===== config.mk =====
export PLATFORM = sky130hd
export DESIGN_NAME = unidade_controle
export DESIGN_NICKNAME = d
export VERILOG_FILES = /design/src/rtl/riscv_pkg.sv /design/src/rtl/decodificador.sv /design/src/rtl/unidade_controle.sv
export SDC_FILE = /design/constraint.sdc
export NUM_CORES = 1
export LEC_CHECK = 0
export CORE_UTILIZATION = 28
export CTS_CLUSTER_DIAMETER = 40
export CTS_CLUSTER_SIZE = 40
export DETAILED_ROUTE_END_ITERATION = 16
export GPL_ROUTABILITY_DRIVEN = 0
export PLACE_DENSITY = 0.77
export SYNTH_ARGS = -nofsm -noshare
export SYNTH_HDL_FRONTEND = slang
export SYNTH_SLANG_ARGS = --single-unit

===== constraint.sdc =====
create_clock -name clk -period 2.7 [get_ports clk]
set_input_delay 0.81 -clock clk [delete_from_list [all_inputs] [get_ports clk]]
set_output_delay 0.81 -clock clk [all_outputs]
set_load 0.01 [all_outputs]

===== src/rtl/riscv_pkg.sv =====
// Shared RV64I control definitions: opcodes, funct fields,
// FSM state encoding, immediate formats and instruction classes.
package riscv_pkg;

    localparam logic [6:0] OP_ARIT     = 7'b0110011;
    localparam logic [6:0] OP_ARIT_IMM = 7'b0010011;
    localparam logic [6:0] OP_LOAD     = 7'b0000011;
    localparam logic [6:0] OP_STORE    = 7'b0100011;
    localparam logic [6:0] OP_BRANCH   = 7'b1100011;

    localparam logic [2:0] F3_ADD   = 3'b000;
    localparam logic [2:0] F3_LD_SD = 3'b011;
    localparam logic [2:0] F3_BEQ   = 3'b000;
    localparam logic [2:0] F3_BNE   = 3'b001;
    localparam logic [2:0] F3_BLT   = 3'b100;
    localparam logic [2:0] F3_BGE   = 3'b101;
    localparam logic [2:0] F3_BLTU  = 3'b110;
    localparam logic [2:0] F3_BGEU  = 3'b111;

    localparam logic [6:0] F7_ADD = 7'b0000000;
    localparam logic [6:0] F7_SUB = 7'b0100000;

    localparam logic [2:0] IMM_I = 3'd0;
    localparam logic [2:0] IMM_S = 3'd1;
    localparam logic [2:0] IMM_B = 3'd2;
    localparam logic [2:0] IMM_R = 3'd3;

    typedef enum logic [2:0] {
        BUSCA      = 3'd0,
        DECODIFICA = 3'd1,
        EXECUTA    = 3'd2,
        MEMORIA    = 3'd3,
        ESCRITA    = 3'd4,
        ERRO       = 3'd7
    } estado_t;

    typedef enum logic [2:0] {
        ARIT,
        ARIT_IMM,
        LOAD,
        STORE,
        BRANCH,
        ILEGAL
    } classe_t;

    function automatic logic desvio_tomado(
        input logic [2:0] f3,
        input logic       maior_u,
        input logic       igual,
        input logic       menor
    );
        logic tomado;
        tomado = 1'b0;
        case (f3)
            F3_BEQ:  tomado = igual;
            F3_BNE:  tomado = !igual;
            F3_BLT:  tomado = menor;
            F3_BGE:  tomado = !menor;
            F3_BLTU: tomado = !(maior_u || igual);
            F3_BGEU: tomado = maior_u || igual;
            default: tomado = 1'b0;
        endcase
        return tomado;
    endfunction

endpackage


===== src/rtl/decodificador.sv =====
// Combinational instruction decoder: classifies the IR contents
// and selects the immediate format for the immediate generator.
module decodificador
    import riscv_pkg::*;
(
    input  logic [31:0] instrucao,
    output classe_t     classe,
    output logic [2:0]  tipo_imm,
    output logic        is_sub,
    output logic [2:0]  branch_f3
);

    logic [6:0] opcode;
    logic [2:0] f3;
    logic [6:0] f7;
    logic       unused_campos;

    assign opcode    = instrucao[6:0];
    assign f3        = instrucao[14:12];
    assign f7        = instrucao[31:25];
    assign is_sub    = (f7 == F7_SUB);
    assign branch_f3 = f3;

    // Register and immediate fields are consumed by the datapath only
    assign unused_campos = ^{instrucao[24:15], instrucao[11:7]};

    always_comb begin
        classe   = ILEGAL;
        tipo_imm = IMM_R;
        unique case (1'b1)
            (opcode == OP_ARIT) && (f3 == F3_ADD)
                && ((f7 == F7_ADD) || (f7 == F7_SUB)): begin
                classe   = ARIT;
                tipo_imm = IMM_R;
            end
            (opcode == OP_ARIT_IMM) && (f3 == F3_ADD): begin
                classe   = ARIT_IMM;
                tipo_imm = IMM_I;
            end
            (opcode == OP_LOAD) && (f3 == F3_LD_SD): begin
                classe   = LOAD;
                tipo_imm = IMM_I;
            end
            (opcode == OP_STORE) && (f3 == F3_LD_SD): begin
                classe   = STORE;
                tipo_imm = IMM_S;
            end
            (opcode == OP_BRANCH) && (f3[2:1] != 2'b01): begin
                classe   = BRANCH;
                tipo_imm = IMM_B;
            end
            default: begin
                classe   = ILEGAL;
                tipo_imm = IMM_R;
            end
        endcase
    end

endmodule


===== src/rtl/unidade_controle.sv =====
// Multicycle RV64I control FSM: fetch, decode, execute, memory
// and write-back sequencing plus branch resolution from ULA flags.
module unidade_controle
    import riscv_pkg::*;
#(
    parameter int XLEN = 64
) (
    input  logic        clk,
    input  logic        rst_n,
    input  logic [31:0] instrucao,
    input  logic        flag_maior_u,
    input  logic        flag_igual,
    input  logic        flag_menor,
    input  logic        mem_pronto,
    output logic        mem_req,
    output logic        mem_we,
    output logic        ir_load,
    output logic        pc_load,
    output logic        pc_src,
    output logic        reg_we,
    output logic        mem_para_reg,
    output logic        soma_ou_subtrai,
    output logic        subtraindo,
    output logic        imediato,
    output logic [2:0]  tipo_imm,
    output logic [2:0]  estado,
    output logic        erro
);

    if (XLEN < 32) begin : g_xlen_invalido
        $error("unidade_controle: XLEN must be at least 32");
    end

    estado_t    estado_q;
    estado_t    prox;
    classe_t    classe;
    logic [2:0] tipo_dec;
    logic       is_sub;
    logic [2:0] branch_f3;

    decodificador u_dec (
        .instrucao (instrucao),
        .classe    (classe),
        .tipo_imm  (tipo_dec),
        .is_sub    (is_sub),
        .branch_f3 (branch_f3)
    );

    always_ff @(posedge clk) begin
        if (!rst_n) estado_q <= BUSCA;
        else        estado_q <= prox;
    end

    // Outputs stay low for the whole reset window, not just after the edge
    always_comb begin
        prox            = estado_q;
        mem_req         = 1'b0;
        mem_we          = 1'b0;
        ir_load         = 1'b0;
        pc_load         = 1'b0;
        pc_src          = 1'b0;
        reg_we          = 1'b0;
        mem_para_reg    = 1'b0;
        soma_ou_subtrai = 1'b0;
        subtraindo      = 1'b0;
        imediato        = 1'b0;
        tipo_imm        = IMM_I;
        estado          = 3'd0;
        erro            = 1'b0;
        if (rst_n) begin
            estado = estado_q;
            case (estado_q)
                BUSCA: begin
                    mem_req = 1'b1;
                    if (mem_pronto) begin
                        ir_load = 1'b1;
                        prox    = DECODIFICA;
                    end
                end
                DECODIFICA: begin
                    tipo_imm = tipo_dec;
                    prox     = (classe == ILEGAL) ? ERRO : EXECUTA;
                end
                EXECUTA: begin
                    tipo_imm = tipo_dec;
                    case (classe)
                        ARIT, ARIT_IMM: begin
                            soma_ou_subtrai = 1'b1;
                            subtraindo      = (classe == ARIT) && is_sub;
                            imediato        = (classe == ARIT_IMM);
                            reg_we          = 1'b1;
                            pc_load         = 1'b1;
                            prox            = BUSCA;
                        end
                        BRANCH: begin
                            pc_load = 1'b1;
                            pc_src  = desvio_tomado(branch_f3, flag_maior_u,
                                                    flag_igual, flag_menor);
                            prox    = BUSCA;
                        end
                        LOAD, STORE: begin
                            soma_ou_subtrai = 1'b1;
                            imediato        = 1'b1;
                            prox            = MEMORIA;
                        end
                        default: prox = ERRO;
                    endcase
                end
                MEMORIA: begin
                    tipo_imm        = tipo_dec;
                    soma_ou_subtrai = 1'b1;
                    imediato        = 1'b1;
                    mem_req         = 1'b1;
                    mem_we          = (classe == STORE);
                    if (mem_pronto) begin
                        if (classe == STORE) begin
                            pc_load = 1'b1;
                            prox    = BUSCA;
                        end else begin
                            prox = ESCRITA;
                        end
                    end
                end
                ESCRITA: begin
                    tipo_imm     = tipo_dec;
                    reg_we       = 1'b1;
                    mem_para_reg = 1'b1;
                    pc_load      = 1'b1;
                    prox         = BUSCA;
                end
                ERRO: begin
                    erro = 1'b1;
                    prox = ERRO;
                end
                default: prox = ERRO;
            endcase
        end
    end

endmodule


Yosys cells after proc, flatten, opt, wreduce, memory -nomap -nowiden
Index checks and enable logic that the tools add are counted.
- bits in registers: 3
- input port bits: 38
- output and inout bits: 17
- word-level logic and storage cells: 93
- equal/unequal tests: 25
- mux-type cells: 43
- reductions and logical operators: 24
- operator list (operator ; count):
    $pmux 3 s5 ; 2
    $mux 1 ; 26
    $eq 3x3->1 const B ; 8
    $eq 7x6->1 const B ; 3
    $mux 3 ; 7
    $eq 3x2->1 const B ; 5
    $eq 3x1->1 const B ; 3
    $logic_not 3->1 ; 3
    $pmux 1 s2 ; 4
    $reduce_or 2->1 ; 4
    $reduce_or 4->1 ; 2
    $eq 7x2->1 const B ; 1
    $eq 7x5->1 const B ; 1
    $eq 7x7->1 const B ; 1
    $logic_and 1x1->1 ; 7
    $logic_not 7->1 ; 1
    $pmux 1 s6 ; 1
    $pmux 2 s3 ; 1
    $pmux 3 s2 ; 1
    $ne 2x2->1 const B ; 2
    $logic_not 1->1 ; 3
    $pmux 1 s3 ; 1
    $reduce_or 3->1 ; 1
    $logic_or 1x1->1 ; 2
    other kinds (2) ; 2

Longest topological paths before layout
- word-level depth: 9
- mapped depth: 7
- mapped depth without buffers: 6

Hierarchy
Synthesis repeated with hierarchy kept, for this count alone.
- cells, all modules: 93
- area, all modules: 629.4 µm²
- by module, submodules not included (module ; instances ; cells each ; area each (µm²) ; sequential area each (µm²)):
    unidade_controle ; 1 ; 65 ; 476.7 ; 60.1
    decodificador ; 1 ; 28 ; 152.6 ; 0.0

Worst setup path before layout
Ideal clock, no wire load.
- path kind: input -> output
- start point: in instrucao[28]
- end point: out reg_we
- arrival: 2.076 ns
- required time: 1.890 ns
- setup slack: -0.186 ns
- stages: 5
- path buffers: 0
- cell sequence: or4_4 o31ai_4 and2_1 o21ai_2 o31ai_2
- word-level cells in the longest chain between the ends: 9
- elaborated cells between the ends (all ways): 11
- classes of those cells: eq/ne (2); mux (4); reduce/logical (5)
- ends and longest elaborated chain (what ; RTL line ; text):
    start, declared ; unidade_controle.sv:10 ; input logic [31:0] instrucao,
    $eq 7x6->1 or $logic_not 7->1 (tied branches) ; decodificador.sv:32 ; && ((f7 == F7_ADD) || (f7 == F7_SUB)): begin
    $logic_or 1x1->1 (*) ; decodificador.sv:32 ;
    $logic_and 1x1->1 (*) ; decodificador.sv:32 ;
    $pmux 3 s5 (*) ; decodificador.sv:30 ; unique case (1'b1)
    $eq 3x1->1 or $logic_not 3->1 (tied branches) ; unidade_controle.sv:86 ; case (classe)
    $reduce_or 2->1 (*) ; -- ;
    $mux 1 (*) ; unidade_controle.sv:86 ;
    $pmux 1 s2 (*) ; unidade_controle.sv:72 ; case (estado_q)
    $mux 1 (*) ; unidade_controle.sv:70 ; if (rst_n) begin
    end, declared ; unidade_controle.sv:20 ; output logic reg_we,
Mark *: on every way between the ends. The rest lies on a longest branch, timed or not.

Worst setup path in the final report
- start point: in instrucao[31]
- end point: out pc_src
- word-level cells in the longest chain between the ends: 8
- elaborated cells between the ends (all ways): 9
- classes of those cells: eq/ne (2); mux (4); reduce/logical (3)
- ends and longest elaborated chain (what ; RTL line ; text):
    $eq 7x6->1 or $logic_not 7->1 (tied branches) ; decodificador.sv:32 ;
    $logic_or 1x1->1 (*) ; decodificador.sv:32 ;
    $logic_and 1x1->1 (*) ; decodificador.sv:32 ;
    $pmux 3 s5 (*) ; decodificador.sv:30 ;
    $eq 3x3->1 (*) ; unidade_controle.sv:86 ;
    $mux 1 (*) ; unidade_controle.sv:86 ;
    $mux 1 (*) ; unidade_controle.sv:72 ;
    $mux 1 (*) ; unidade_controle.sv:70 ;
    end, declared ; unidade_controle.sv:19 ; output logic pc_src,
Marked as above.

==> results.cfg <==
[outcome]
status = finished, violations left
failed_checks = setup timing

[floorplan]
io_pins = 55
std_cell_rows = 16
start_util_pct = 30.4
die_width_um = 48.7
die-area_um2 = 2370
fp.dieH_um = 48.7
coreArea_um2 = 2000

[synthesis]
ys_ff_latch = 3
synth_top_family_by_area = simple AND/OR/NAND/NOR gates
async_reset_ff_share_pct = 0
synthAdderAreaFrac_pct = 0
synthFlopType = dfxtp_1
synth_common_cells = 9 x nand2_1, 7 x nor2_1, 6 x a21oi_1, 6 x inv_1, 5 x and2_1
synth_cell_types = 39
synth-compound-area-share_pct = 35.7
synth-simple-area-share_pct = 39.6
ys_seq_area_share_pct = 9.86
netlist_area_um2 = 609
synth_xor_area_share_pct = 5.75
syn_inst = 87
synth.area.top_cells = dfxtp_1 9.9%, nand2_1 5.5%, and2_1 5.1%
synth-edff-count = 0
synth.area.mux_share_pct = 1.64
syn-num-nets = 125
synth_largest_area_cell = dfxtp_1
synth_most_common_cell = nand2_1
yosys_warnings = 0
synth_top_area_share_pct = 9.86
syn-mean-instance-area_um2 = 7.00

[cts]
cts.sinks = 3
cts-htree-levels = 1
cts_buffers = 3
ctsRootBufferMaster = clkbuf_4
cts_tree = built
clockBufferDepth = 2
hold_buffers = 0
path_clk_slew_ns = 0.04
clock_latency_ns = 0.24

[critical_path]
worst_setup_path_start_kind = input pin
rr_startpoint = estado_q[1]
r2r-end = estado_q[0]
end_kind = output pin
required_ns = 1.89
worstSetupEndpoint = pc_src
worst_ep_arrival_time_ns = 2.33
r2r_slack_ns = 1.53
cp_max_fo = 2
crit_path_start = instrucao[31]
worst-r2r-cell-count = 4
path_class = in -> out

[power]
peakVddDrop_uv = 298
total_power_uw = 637
leakagePower_nw = 0.669
power_density_nw_per_um2 = 463

[global_routing]
grt_pass1_vias = 969
grt_util_met1_pct = 17.5
grt_antenna_before_repair = 0
grt_first_pass_wirelength_um = 3860
grt.overflow.total = 0
use_met3_pct = 3.46
gr-usage-met2_pct = 44.2
groute.usage.overall_pct = 20.7
grt_max_degree = 9
global_route.peak_usage_layer = met2

[route]
firstDrtPassIters = 4
postRouteAntennaNets = 0
viasPerCell = 5.18
first_iter_violations = 29
drc = 0
vias = 968
wirelength_um = 2460
drt-wirelength-per-cell_um = 13.2

[cells_and_area]
finalNetCount = 199
fillers = 175
syn_to_final_growth_pct = 126
fin_area_um2 = 1380
instances_no_fill = 187
post_route_cells_drive_above_1_share_pct = 47.5
largest_reg_flops = 3
antennaDiodeCount = 0
regMostFlops = estado_q
reg_top3 = estado_q: 3 flops

[sta]
slew_viol_final = 0
fin_crit_sh_pct = 116
setup_ws_ns = -0.444
period_needed_ns = 3.14
finalHoldViolCount = 0
fmax_mhz = 318
holdWs_ns = 0.670
finalSetupViolCount = 8
grt_setup_unrepaired = yes
clock_skew_ns = 0.00843

[placement]
io_buffers = 38
dpl_cell_area_um2 = 1220
dp_hpwl_um = 1710
dp_cells = 177

[min_path]
min_path_type = reg -> reg

[job]
maxCapViolations = 0
==> power by group <==
part / total [mW] / internal (mW) / leakage [nW] / switching (mW)
clock: 0.0817 / 0.0556 / 0.0150 / 0.0261
combinational: 0.473 / 0.238 / 0.629 / 0.235
sequential: 0.0815 / 0.0640 / 0.0249 / 0.0174
total: 0.637 / 0.358 / 0.669 / 0.279
==> metal layers <==
layer	up-vias	wire, um
met5	-	0
met3	10	144
met2	57	1410
met1	434	822
li1	467	-
met4	0	85
==> worst min path at each step <==
stage / start / end / slack [ns] / cells after the start
after floorplan: estado_q[0] / estado_q[1] / 0.66 / 3
after global placement: estado_q[2] / estado_q[1] / 0.61 / 2
after detailed placement: estado_q[2] / estado_q[1] / 0.62 / 2
after CTS: estado_q[1] / estado_q[0] / 0.66 / 3
after global routing: estado_q[1] / estado_q[0] / 0.71 / 3
final: estado_q[1] / estado_q[0] / 0.67 / 3
==> layout make-up <==
class | count | area, um2 | share of cell area (%)
multi-input combinational | 74 | 627 | 45.6
timing repair buffer | 73 | 606 | 44.0
sequential | 3 | 60.1 | 4.37
tap | 27 | 33.8 | 2.46
clock buffer | 4 | 26.3 | 1.91
inverter | 6 | 22.5 | 1.64
==> timing repair <==
action / in CTS / in global routing
endpoints found under the hold margin: 0 / 0
gates resized for setup: 102 / 14
pin swaps: 16 / 8
setup buffers: 5 / 1
setup endpoints to repair: 16 / 10
==> cell families (layout without fill, tap and decap cells) <==
group / Yosys count / count (layout)
compound gates: 29 / 29
other cells: 1 / 1
xor+xnor: 4 / 4
simple gates: 39 / 39
flops: 3 / 3
buf+inv: 10 / 83
mux: 1 / 1
==> worst max-delay path, cell delays in order <==
cell,delay [ns]
buf_6,0.09
or4_4,0.54
buf_4,0.16
nor3_4,0.11
and3_1,0.16
o211a_1,0.14
nor3b_2,0.15
buf_2,0.16
==> cells in the final DEF (no fill, tap or decap), types with 3 or more instances in the layout <==
| master | synthesis | layout |
|---|---|---|
| buf_4 | 1 | 30 |
| buf_2 | 0 | 11 |
| clkdlybuf4s50_1 | 0 | 9 |
| dlygate4sd2_1 | 0 | 9 |
| buf_6 | 0 | 8 |
| nand2_1 | 9 | 7 |
| inv_1 | 6 | 6 |
| nor2_1 | 7 | 6 |
| a21oi_1 | 6 | 5 |
| o21a_1 | 4 | 4 |
| o21ai_0 | 3 | 3 |
| and2_1 | 5 | 3 |
| and3_1 | 3 | 3 |
| xor2_1 | 3 | 3 |
| a31oi_1 | 3 | 3 |
| clkbuf_4 | 0 | 3 |
| dfxtp_1 | 3 | 3 |
==> through the flow <==
| step | setup slack [ns] | utilization [%] | TNS, ns |
|---|---|---|---|
| after CTS | -0.454 | 65.3 | -2.09 |
| final | -0.444 | 68.7 | -1.98 |
| after global routing | -0.502 | 68.7 | -2.45 |
| after detailed placement | -1.13 | 61.1 | -10.62 |
| after global placement | -1.10 | 61.1 | -10.23 |
| after floorplan | -0.186 | - | -0.613 |
No activity file was read; power rests on OpenSTA's default activity.
